==> config.mk <==
export PLATFORM = sky130hd
export DESIGN_NAME = amp_init_sequencer
export DESIGN_NICKNAME = d
export VERILOG_FILES = /design/src/rtl/toi2s_pkg.sv /design/src/rtl/seq_delay_counter.sv /design/src/rtl/amp_init_sequencer.sv
export SDC_FILE = /design/constraint.sdc
export NUM_CORES = 1
export LEC_CHECK = 0
export BUFFER_PORTS_ARGS = -buffer_cell sky130_fd_sc_hd__buf_2
export CORE_UTILIZATION = 50
export DETAILED_ROUTE_END_ITERATION = 12
export PLACE_DENSITY = 0.81
export SETUP_SLACK_MARGIN = 0.02
export SYNTH_ARGS = -nofsm -noshare
export SYNTH_HDL_FRONTEND = slang
export SYNTH_SLANG_ARGS = --single-unit
==> constraint.sdc <==
create_clock -name clk -period 2.4 [get_ports clk]
set_input_delay 0.12 -clock clk [delete_from_list [all_inputs] [get_ports clk]]
set_output_delay 0.12 -clock clk [all_outputs]
set_load 0.05 [all_outputs]
==> src/rtl/toi2s_pkg.sv <==
// Shared types and constants for the toi2s amplifier init sequencer.
//   amp_seq_state_t : sequencer state encoding, also exported on state_dbg
//   NUM_WRITES      : number of amplifier register writes at power-up
//   INIT_TABLE      : {reg[15:8], data[7:0]} pairs, issued in index order
//   cnt_width()     : width of a counter that runs 0..limit-1
package toi2s_pkg;

  typedef enum logic [3:0] {
    ST_IDLE     = 4'd0,
    ST_PWRUP    = 4'd1,
    ST_WRITE    = 4'd2,
    ST_WAIT_RSP = 4'd3,
    ST_MUTED    = 4'd4,
    ST_PLAY     = 4'd5,
    ST_ERROR    = 4'd6
  } amp_seq_state_t;

  localparam int unsigned NUM_WRITES = 4;

  // Element 0 is the rightmost entry of the concatenation.
  localparam logic [NUM_WRITES-1:0][15:0] INIT_TABLE = {
    16'h04_80,
    16'h03_30,
    16'h02_03,
    16'h01_00
  };

  function automatic int unsigned cnt_width(input int unsigned limit);
    return (limit > 1) ? $clog2(limit) : 1;
  endfunction

endpackage

==> src/rtl/seq_delay_counter.sv <==
// Loadable saturating delay counter.
//   clk, resetb : clock, asynchronous active-low reset
//   clr         : synchronous clear to zero (highest priority)
//   load        : load load_val
//   en          : count up by one, saturating at LIMIT-1
//   term        : count has reached LIMIT-1, i.e. this is the LIMIT-th
//                 consecutive enabled cycle since the last clear
module seq_delay_counter
  import toi2s_pkg::*;
#(
  parameter int unsigned LIMIT = 16,
  localparam int unsigned CW = cnt_width(LIMIT)
) (
  input  logic          clk,
  input  logic          resetb,
  input  logic          clr,
  input  logic          load,
  input  logic [CW-1:0] load_val,
  input  logic          en,
  output logic          term
);

  logic [CW-1:0] count_d, count_q;

  assign term = (count_q == CW'(LIMIT - 1));

  always_comb begin
    count_d = count_q;
    if (clr) begin
      count_d = '0;
    end else if (load) begin
      count_d = load_val;
    end else if (en && !term) begin
      count_d = count_q + 1'b1;
    end
  end

  always_ff @(posedge clk or negedge resetb) begin
    if (!resetb) begin
      count_q <= '0;
    end else begin
      count_q <= count_d;
    end
  end

endmodule

==> src/rtl/amp_init_sequencer.sv <==
// Power-up / configuration controller for the external class-D amplifier.
// Releases amp_nenable, waits for the amp to settle, writes INIT_TABLE over
// the I2C master command port (with NACK retries), then drives amp_mute
// from the S/PDIF decoder lock status.
//   clk, resetb          : clock, asynchronous active-low reset
//   ena                  : enable; low returns to IDLE (bus transactions
//                          in flight are completed first)
//   audio_locked         : decoder lock, synchronous to clk
//   cmd_valid/ready      : write command handshake to the I2C master
//   cmd_dev/reg/data     : command fields
//   cmd_done/cmd_nack    : transaction completion pulse and NACK status
//   amp_nenable/amp_mute : amplifier pads
//   init_done/init_err   : all writes acknowledged / retry budget exhausted
//   state_dbg            : current state encoding
// Build option: AMP_INIT_RESTART_EN adds restart_req, which re-runs the full
// sequence from MUTED, PLAY or ERROR.
module amp_init_sequencer
  import toi2s_pkg::*;
#(
  parameter int unsigned ENABLE_DLY_CYC = 1024,
  parameter int unsigned UNMUTE_DLY_CYC = 4096,
  parameter int unsigned MAX_RETRY      = 3,
  parameter logic [6:0]  AMP_DEV_ADDR   = 7'h2C
) (
  input  logic       clk,
  input  logic       resetb,
  input  logic       ena,
  input  logic       audio_locked,
`ifdef AMP_INIT_RESTART_EN
  input  logic       restart_req,
`endif
  output logic       cmd_valid,
  input  logic       cmd_ready,
  output logic [6:0] cmd_dev,
  output logic [7:0] cmd_reg,
  output logic [7:0] cmd_data,
  input  logic       cmd_done,
  input  logic       cmd_nack,
  output logic       amp_nenable,
  output logic       amp_mute,
  output logic       init_done,
  output logic       init_err,
  output logic [3:0] state_dbg
);

  localparam int unsigned IDX_W = cnt_width(NUM_WRITES);
  localparam int unsigned RTY_W = cnt_width(MAX_RETRY);
  localparam int unsigned PWR_W = cnt_width(ENABLE_DLY_CYC);
  localparam int unsigned LCK_W = cnt_width(UNMUTE_DLY_CYC);

  amp_seq_state_t state_d, state_q;
  logic [IDX_W-1:0] index_d, index_q;
  logic [RTY_W-1:0] retry_d, retry_q;
  logic abort_d, abort_q;
  logic amp_nenable_d, amp_nenable_q;
  logic amp_mute_d, amp_mute_q;
  logic cmd_valid_d, cmd_valid_q;
  logic [7:0] cmd_reg_d, cmd_reg_q;
  logic [7:0] cmd_data_d, cmd_data_q;
  logic init_done_d, init_done_q;
  logic init_err_d, init_err_q;
  logic pwr_term, lock_term;
  logic restart;

`ifdef AMP_INIT_RESTART_EN
  assign restart = restart_req;
`else
  assign restart = 1'b0;
`endif

  seq_delay_counter #(.LIMIT(ENABLE_DLY_CYC)) u_pwr_dly (
    .clk      (clk),
    .resetb   (resetb),
    .clr      (state_q != ST_PWRUP),
    .load     (1'b0),
    .load_val (PWR_W'(0)),
    .en       (state_q == ST_PWRUP),
    .term     (pwr_term)
  );

  // Any unlocked cycle restarts the continuous-lock measurement.
  seq_delay_counter #(.LIMIT(UNMUTE_DLY_CYC)) u_lock_dly (
    .clk      (clk),
    .resetb   (resetb),
    .clr      ((state_q != ST_MUTED) || !audio_locked),
    .load     (1'b0),
    .load_val (LCK_W'(0)),
    .en       (state_q == ST_MUTED),
    .term     (lock_term)
  );

  always_comb begin
    state_d = state_q;
    index_d = index_q;
    retry_d = retry_q;
    abort_d = abort_q;

    case (state_q)
      ST_IDLE: begin
        index_d = '0;
        retry_d = '0;
        abort_d = 1'b0;
        if (ena) state_d = ST_PWRUP;
      end
      ST_PWRUP: begin
        if (!ena)          state_d = ST_IDLE;
        else if (pwr_term) state_d = ST_WRITE;
      end
      // A disable during a bus transaction is remembered and acted on only
      // once the master reports completion.
      ST_WRITE: begin
        if (!ena) abort_d = 1'b1;
        if (cmd_ready) state_d = ST_WAIT_RSP;
      end
      ST_WAIT_RSP: begin
        if (!ena) abort_d = 1'b1;
        if (cmd_done) begin
          if (abort_q || !ena) begin
            state_d = ST_IDLE;
          end else if (!cmd_nack) begin
            retry_d = '0;
            if (index_q == IDX_W'(NUM_WRITES - 1)) begin
              state_d = ST_MUTED;
            end else begin
              index_d = index_q + 1'b1;
              state_d = ST_WRITE;
            end
          end else if ((32'(retry_q) + 32'd1) < MAX_RETRY) begin
            retry_d = retry_q + 1'b1;
            state_d = ST_WRITE;
          end else begin
            state_d = ST_ERROR;
          end
        end
      end
      ST_MUTED: begin
        if (!ena || restart)             state_d = ST_IDLE;
        else if (audio_locked && lock_term) state_d = ST_PLAY;
      end
      ST_PLAY: begin
        if (!ena || restart)   state_d = ST_IDLE;
        else if (!audio_locked) state_d = ST_MUTED;
      end
      ST_ERROR: begin
        if (!ena || restart) state_d = ST_IDLE;
      end
      default: state_d = ST_IDLE;
    endcase

    // Outputs are decoded from the next state so every pad is a flop and
    // changes together with state_dbg. A restart passes through IDLE for one
    // cycle, which gives the forced mute/disable pulse.
    amp_nenable_d = (state_d == ST_IDLE) || (state_d == ST_ERROR);
    amp_mute_d    = (state_d != ST_PLAY);
    cmd_valid_d   = (state_d == ST_WRITE);
    init_done_d   = (state_d == ST_MUTED) || (state_d == ST_PLAY);
    init_err_d    = (state_d == ST_ERROR);
    cmd_reg_d     = cmd_reg_q;
    cmd_data_d    = cmd_data_q;
    if (state_d == ST_WRITE) begin
      cmd_reg_d  = INIT_TABLE[index_d][15:8];
      cmd_data_d = INIT_TABLE[index_d][7:0];
    end
  end

  always_ff @(posedge clk or negedge resetb) begin
    if (!resetb) begin
      state_q       <= ST_IDLE;
      index_q       <= '0;
      retry_q       <= '0;
      abort_q       <= 1'b0;
      amp_nenable_q <= 1'b1;
      amp_mute_q    <= 1'b1;
      cmd_valid_q   <= 1'b0;
      cmd_reg_q     <= '0;
      cmd_data_q    <= '0;
      init_done_q   <= 1'b0;
      init_err_q    <= 1'b0;
    end else begin
      state_q       <= state_d;
      index_q       <= index_d;
      retry_q       <= retry_d;
      abort_q       <= abort_d;
      amp_nenable_q <= amp_nenable_d;
      amp_mute_q    <= amp_mute_d;
      cmd_valid_q   <= cmd_valid_d;
      cmd_reg_q     <= cmd_reg_d;
      cmd_data_q    <= cmd_data_d;
      init_done_q   <= init_done_d;
      init_err_q    <= init_err_d;
    end
  end

  assign cmd_valid   = cmd_valid_q;
  assign cmd_dev     = AMP_DEV_ADDR;
  assign cmd_reg     = cmd_reg_q;
  assign cmd_data    = cmd_data_q;
  assign amp_nenable = amp_nenable_q;
  assign amp_mute    = amp_mute_q;
  assign init_done   = init_done_q;
  assign init_err    = init_err_q;
  assign state_dbg   = state_q;

endmodule
======== Word level (Yosys, flattened, before mapping) ========
Cells that the tools add are included.
word-level totals
  output and inout bits ................... 32
  logic and storage cells ................. 93
  register bits ........................... 52
  input bits .............................. 7
cells by class
  muxes and demuxes ....................... 33
  reduce and logical (&&, ||, !) cells .... 20
  equal/unequal tests ..................... 20
  $add $sub $neg .......................... 5
  order comparisons ....................... 2
operators by type and width
  kind                   number
  $mux 4                 12
  $bmux 16 s2            1
  $pmux 4 s7             1
  $eq 4x3->1 const B     6
  $mux 12                2
  $mux 10                2
  $mux 16                1
  $mux 2                 8
  $add 12x1->12 const B  1
  $eq 12x12->1 const B   1
  $eq 4x2->1 const B     3
  $add 10x1->10 const B  1
  $eq 10x10->1 const B   1
  $logic_not 4->1        2
  $ne 4x3->1 const B     2
  $pmux 2 s2             2
  $reduce_bool 2->1      4
  $mux 3                 2
  $ne 2x2->1 const B     3
  $add 2x1->2 const B    2
  $eq 4x1->1 const B     1
  $logic_not 1->1        4
  $logic_or 1x1->1       4
  $ne 4x1->1 const B     1
  11 further kinds       13

======== Longest topological paths before layout ========
  depth after elaboration ................. 9
  depth in mapped cells ................... 10
  mapped depth without buffers ............ 9

======== Cells and area by module ========
Synthesis repeated with hierarchy kept, for this count alone.
unflattened totals
  cell total of the unflattened synthesis .. 271
  area, all modules ....................... 2690.1 µm²
modules (own cells, without submodules)
  module                           area each (µm²)  cells each  sequential area each (µm²)  times used
  amp_init_sequencer               1156.1           108         478.0                       1
  seq_delay_counter at u_lock_dly  838.3            89          300.3                       1
  seq_delay_counter at u_pwr_dly   695.7            74          250.2                       1

======== Worst setup path after synthesis ========
OpenSTA, ideal clock, no wires.
  path kind ............................... register to register
  start point ............................. register state_q[3], in the netlist state_dbg[3]
  end point ............................... register cmd_reg_q[1], in the netlist cmd_reg[1]
  buffers on the path ..................... 0
  setup slack ............................. -0.120 ns
  data arrival time ....................... 2.396 ns
  period minus slack after synthesis ...... 2.520 ns
  stages on the path, launching flop included .. 9
  data required time ...................... 2.275 ns
  setup time .............................. 0.125 ns
  cell sequence ........................... dfrtp_1 > or2_2 > nor4b_2 > nand2_1 > nor2_1 > nand2_1 > o21ai_0 > ha_1 > mux2_2
on the way
  word-level cells in the longest chain between the ends .. 4
  elaborated cells on any way between the ends .. 22
  those cells by class .................... 7 x eq/ne; 14 x mux; 1 x reduce/logical
RTL lines
  what                                              RTL line                                             source
  start: declaration                                amp_init_sequencer.sv:51                             amp_seq_state_t state_d, state_q;
  start signal: assignment                          amp_init_sequencer.sv:180                            state_q <= state_d;
  $eq 4x2->1 (tied with other cells)                amp_init_sequencer.sv:98                             case (state_q)
  $pmux 2 s2 (tied with other cells)                amp_init_sequencer.sv:98
  $bmux 16 s2 / $pmux 4 s7 (equally long branches)  amp_init_sequencer.sv:161, amp_init_sequencer.sv:98
  $mux 16 / $eq 4x2->1 (equally long branches)      -
  end signal: assignment                            amp_init_sequencer.sv:187                            cmd_reg_q <= cmd_reg_d;
  end: declaration                                  amp_init_sequencer.sv:58                             logic [7:0] cmd_reg_d, cmd_reg_q;
Several ways; a longest one is shown, not always the timed one. The select of a mux whose other input is x is not followed.
A chain may end at the register's enable or synchronous reset.

======== Final worst setup path ========
  start point ............................. register state_q[2], in the netlist state_dbg[2]
  end point ............................... register cmd_reg_q[1], in the netlist cmd_reg[1]
Same word-level chain as after synthesis.

==> run summary <==
CTS max path bufs - 2
RSZ-0062 raised after global routing - no
sequential area share after synthesis - 0.4694
H-tree Lvls - 2
Worst-path clk slew - 0.08 ns
# clock sinks - 41
Setup crit end kind - register
post-DP HPWL - 2894 µm
Routed WL per cell - 13.24 µm
CTS tree - yes
DRT Pass-1 Iters - 4
CP Launch Type - register
gpl congestion - 0.8050
area grow syn2layout - 11.99%
global-route usage over all layers - 0.1943
Async SR Flop Fraction - 1.000
EDFF count, synth - 0
most common library cell in the layout ignoring fill and taps - dfrtp_1
Layout fillers - 355
largest net degree at the start of global routing - 42
chip width - 68.20 µm
Syn Inst Count - 220
max FFs per register - 12
status - finished, final reports clean
VDD IR max - 0.3758 mV
Max Fanout on Critical Path - 8
Clock Power Share - 0.369
CP Data Required Time - 2.58 ns
CP Class - register to register
syn_area_per_cell - 9.958 µm²
Max Used Layer - met4
post-route insts no fill - 302
met1 wire length - 1868 µm
leading cell types in the layout, fill and taps excluded - 36 x dfrtp_1, 35 x nor2_1, 23 x buf_2, 17 x nand2_1, 16 x conb_1
post-route clock skew - 0.01036 ns
initial drt markers - 76
# nets final - 266
Slew Viols, Final - 0
WP data arrival - 2.40 ns
Die Y - 68.20 µm
Tmin final - 2.215 ns
NetSw - 380.2 µW
Post-Route WL - 3997 µm
Leakage - 0.001177 µW
share of cells above drive strength 1 - 0.2341
crit path max-delay cell type - dfrtp_2
number of CTS-inserted buffers - 5
Sw Ratio - 0.2763
Met2 Routed Length - 1921 µm
vias per cell - 5.278
total grt overflow - 0
Mapped Area - 2191 µm²
Root Buffer - clkbuf_8
Seq cells post-synth - 41
synth unique cells - 41
Hold/Removal Path Class - input pin to register
cells along the critical path - or2_2, nor4b_4, nand2_1, nor2_1, nand2_1, and2_1, ha_1, mux2_2
Slew Limit Headroom - 0.4004
Crit path top cell by count - nand2_1
Buffers on Ports - 23
initial antenna violation count - 0
placed cell count - 293
total power - 1376 µW
clock insertion delay at the later pin of the skew report - 0.29 ns
via count - 1594
Post-route DRC - 0
setup TNS - 0 ns
pin slew with the least headroom to its limit - 0.8993 ns
Reg with most FFs - u_lock_dly.count_q
number of global-route vias before repair - 1444
PwrDens - 560.9 nW/µm²
ANT nets after route - 0
setup violators final - 0
n_diodes - 0
Util after Layout - 0.5962
Die ar. - 4651 µm²
Final Hold Vio Count - 0
Int Pwr - 996.1 µW
R2R setup slack - 0.19 ns
Gate power share - 0.118
first-pass GRT wire length - 6451 µm
CP max stage delay - 0.45 ns
predominant post-synthesis flop cell - dfrtp_1
IO Count - 39
Starting Density - 0.5324
final period utilization - 0.9227
Cell Rows - 23
maximum capacitance violations - 0
met3 WL - 122 µm
sequential fraction of design power - 0.513
FMAX - 451.5 MHz
Core ar. - 4115 µm²
Synthesis Warnings - 0
==> critical path: cells and delay by family (launching register included) <==
kind          cells  cell delay [ns]
flops             1             0.45
mux               1             0.27
simple gates      6             1.12
fa+ha+maj         1             0.26
==> cell type report <==
cell class | instances | area (µm²) | share of cell area
inverters | 6 | 22.52 | 0.009179
flip-flops and latches | 41 | 1032 | 0.4207
clock buffers | 7 | 96.34 | 0.03927
clock inverters | 1 | 8.758 | 0.003570
well taps | 50 | 62.56 | 0.02550
multi-input cells | 166 | 1054 | 0.4294
repair buffers | 31 | 177.7 | 0.07241
==> repair_timing <==
item	in CTS	in global routing
endpoints found under the hold margin	39	0
hold buffers	1	0
resized for setup	0	1
buffers inserted	0	0
setup endpoints to repair	0	1
==> synthesized netlist by cell type (2+ instances only) <==
| master | count | area (µm²) |
|---|---|---|
| ha_1 | 8 | 100.1 |
| o22ai_1 | 2 | 12.51 |
| nand3b_1 | 3 | 22.52 |
| nand2_1 | 17 | 63.81 |
| nand2b_1 | 2 | 12.51 |
| nor3_1 | 7 | 35.03 |
| nor2b_1 | 2 | 12.51 |
| and3_1 | 2 | 12.51 |
| nand3_1 | 12 | 60.06 |
| buf_4 | 18 | 135.1 |
| nand4_1 | 4 | 25.02 |
| xnor2_1 | 5 | 43.79 |
| mux2_2 | 5 | 56.30 |
| o21ai_0 | 10 | 50.05 |
| dfrtp_1 | 39 | 975.9 |
| xor2_1 | 8 | 70.07 |
| dfstp_2 | 2 | 52.55 |
| clkbuf_1 | 2 | 7.510 |
| conb_1 | 2 | 7.510 |
| nor2_1 | 35 | 131.4 |
| mux2i_1 | 3 | 30.03 |
| o21a_1 | 2 | 15.01 |
| and4_2 | 2 | 20.02 |
| nor3b_1 | 3 | 22.52 |
| a31oi_1 | 3 | 18.77 |
| nor3_4 | 2 | 32.53 |
| inv_1 | 6 | 22.52 |
==> path summary, 6_finish.rpt <==
check / cells past startpoint / from / to
max in group asynchronous: 2 / resetb / state_dbg[3]
min in group asynchronous: 2 / resetb / u_pwr_dly.count_q[4]
max: 8 / state_dbg[2] / cmd_reg[1]
max reg2reg: 8 / state_dbg[2] / cmd_reg[1]
min: 3 / cmd_nack / retry_q[0]
min reg2reg: 2 / cmd_reg[0] / cmd_reg[0]
==> per-layer routing <==
metal  track usage  up-vias
met4       0.08594        0
met5             0        -
met2        0.3015       28
met3       0.04500        9
li1              -      779
met1        0.2572      778
==> cells by family after synthesis <==
group | Yosys count | share of synthesized area
AOI/OAI and AO/OA | 22 | 0.06738
other | 2 | 0.003428
muxes | 8 | 0.03940
and+or+nand+nor | 99 | 0.2450
buffers and inverters | 27 | 0.07767
DFF | 41 | 0.4694
xor gates and xnor gates | 13 | 0.05197
adders and majority gates | 8 | 0.04569
==> power by group through the flow <==
| stage | logic [µW] | registers, µW | clock network [µW] |
|---|---|---|---|
| final | 162 | 706 | 508 |
| after global routing | 175 | 707 | 540 |
| after CTS | 163 | 706 | 520 |
| after detailed placement | 162 | 720 | 0 |
| after global placement | 160 | 719 | 0 |
| after floorplan | 110 | 750 | 0 |
==> through the flow <==
| stage | hold slack (ns) | setup slack (ns) | instance area [µm²] |
|---|---|---|---|
| after global placement | 0.2932 | 0.1778 | 2338 |
| after CTS | 0.1473 | 0.1062 | 2454 |
| after floorplan | -0.1756 | 0.03652 | 2256 |
| after global routing | 0.2039 | 0.03764 | 2454 |
| final | 0.1502 | 0.1854 | 2454 |
| after detailed placement | 0.2977 | 0.1065 | 2338 |
No activity file was read; power rests on OpenSTA's default activity.
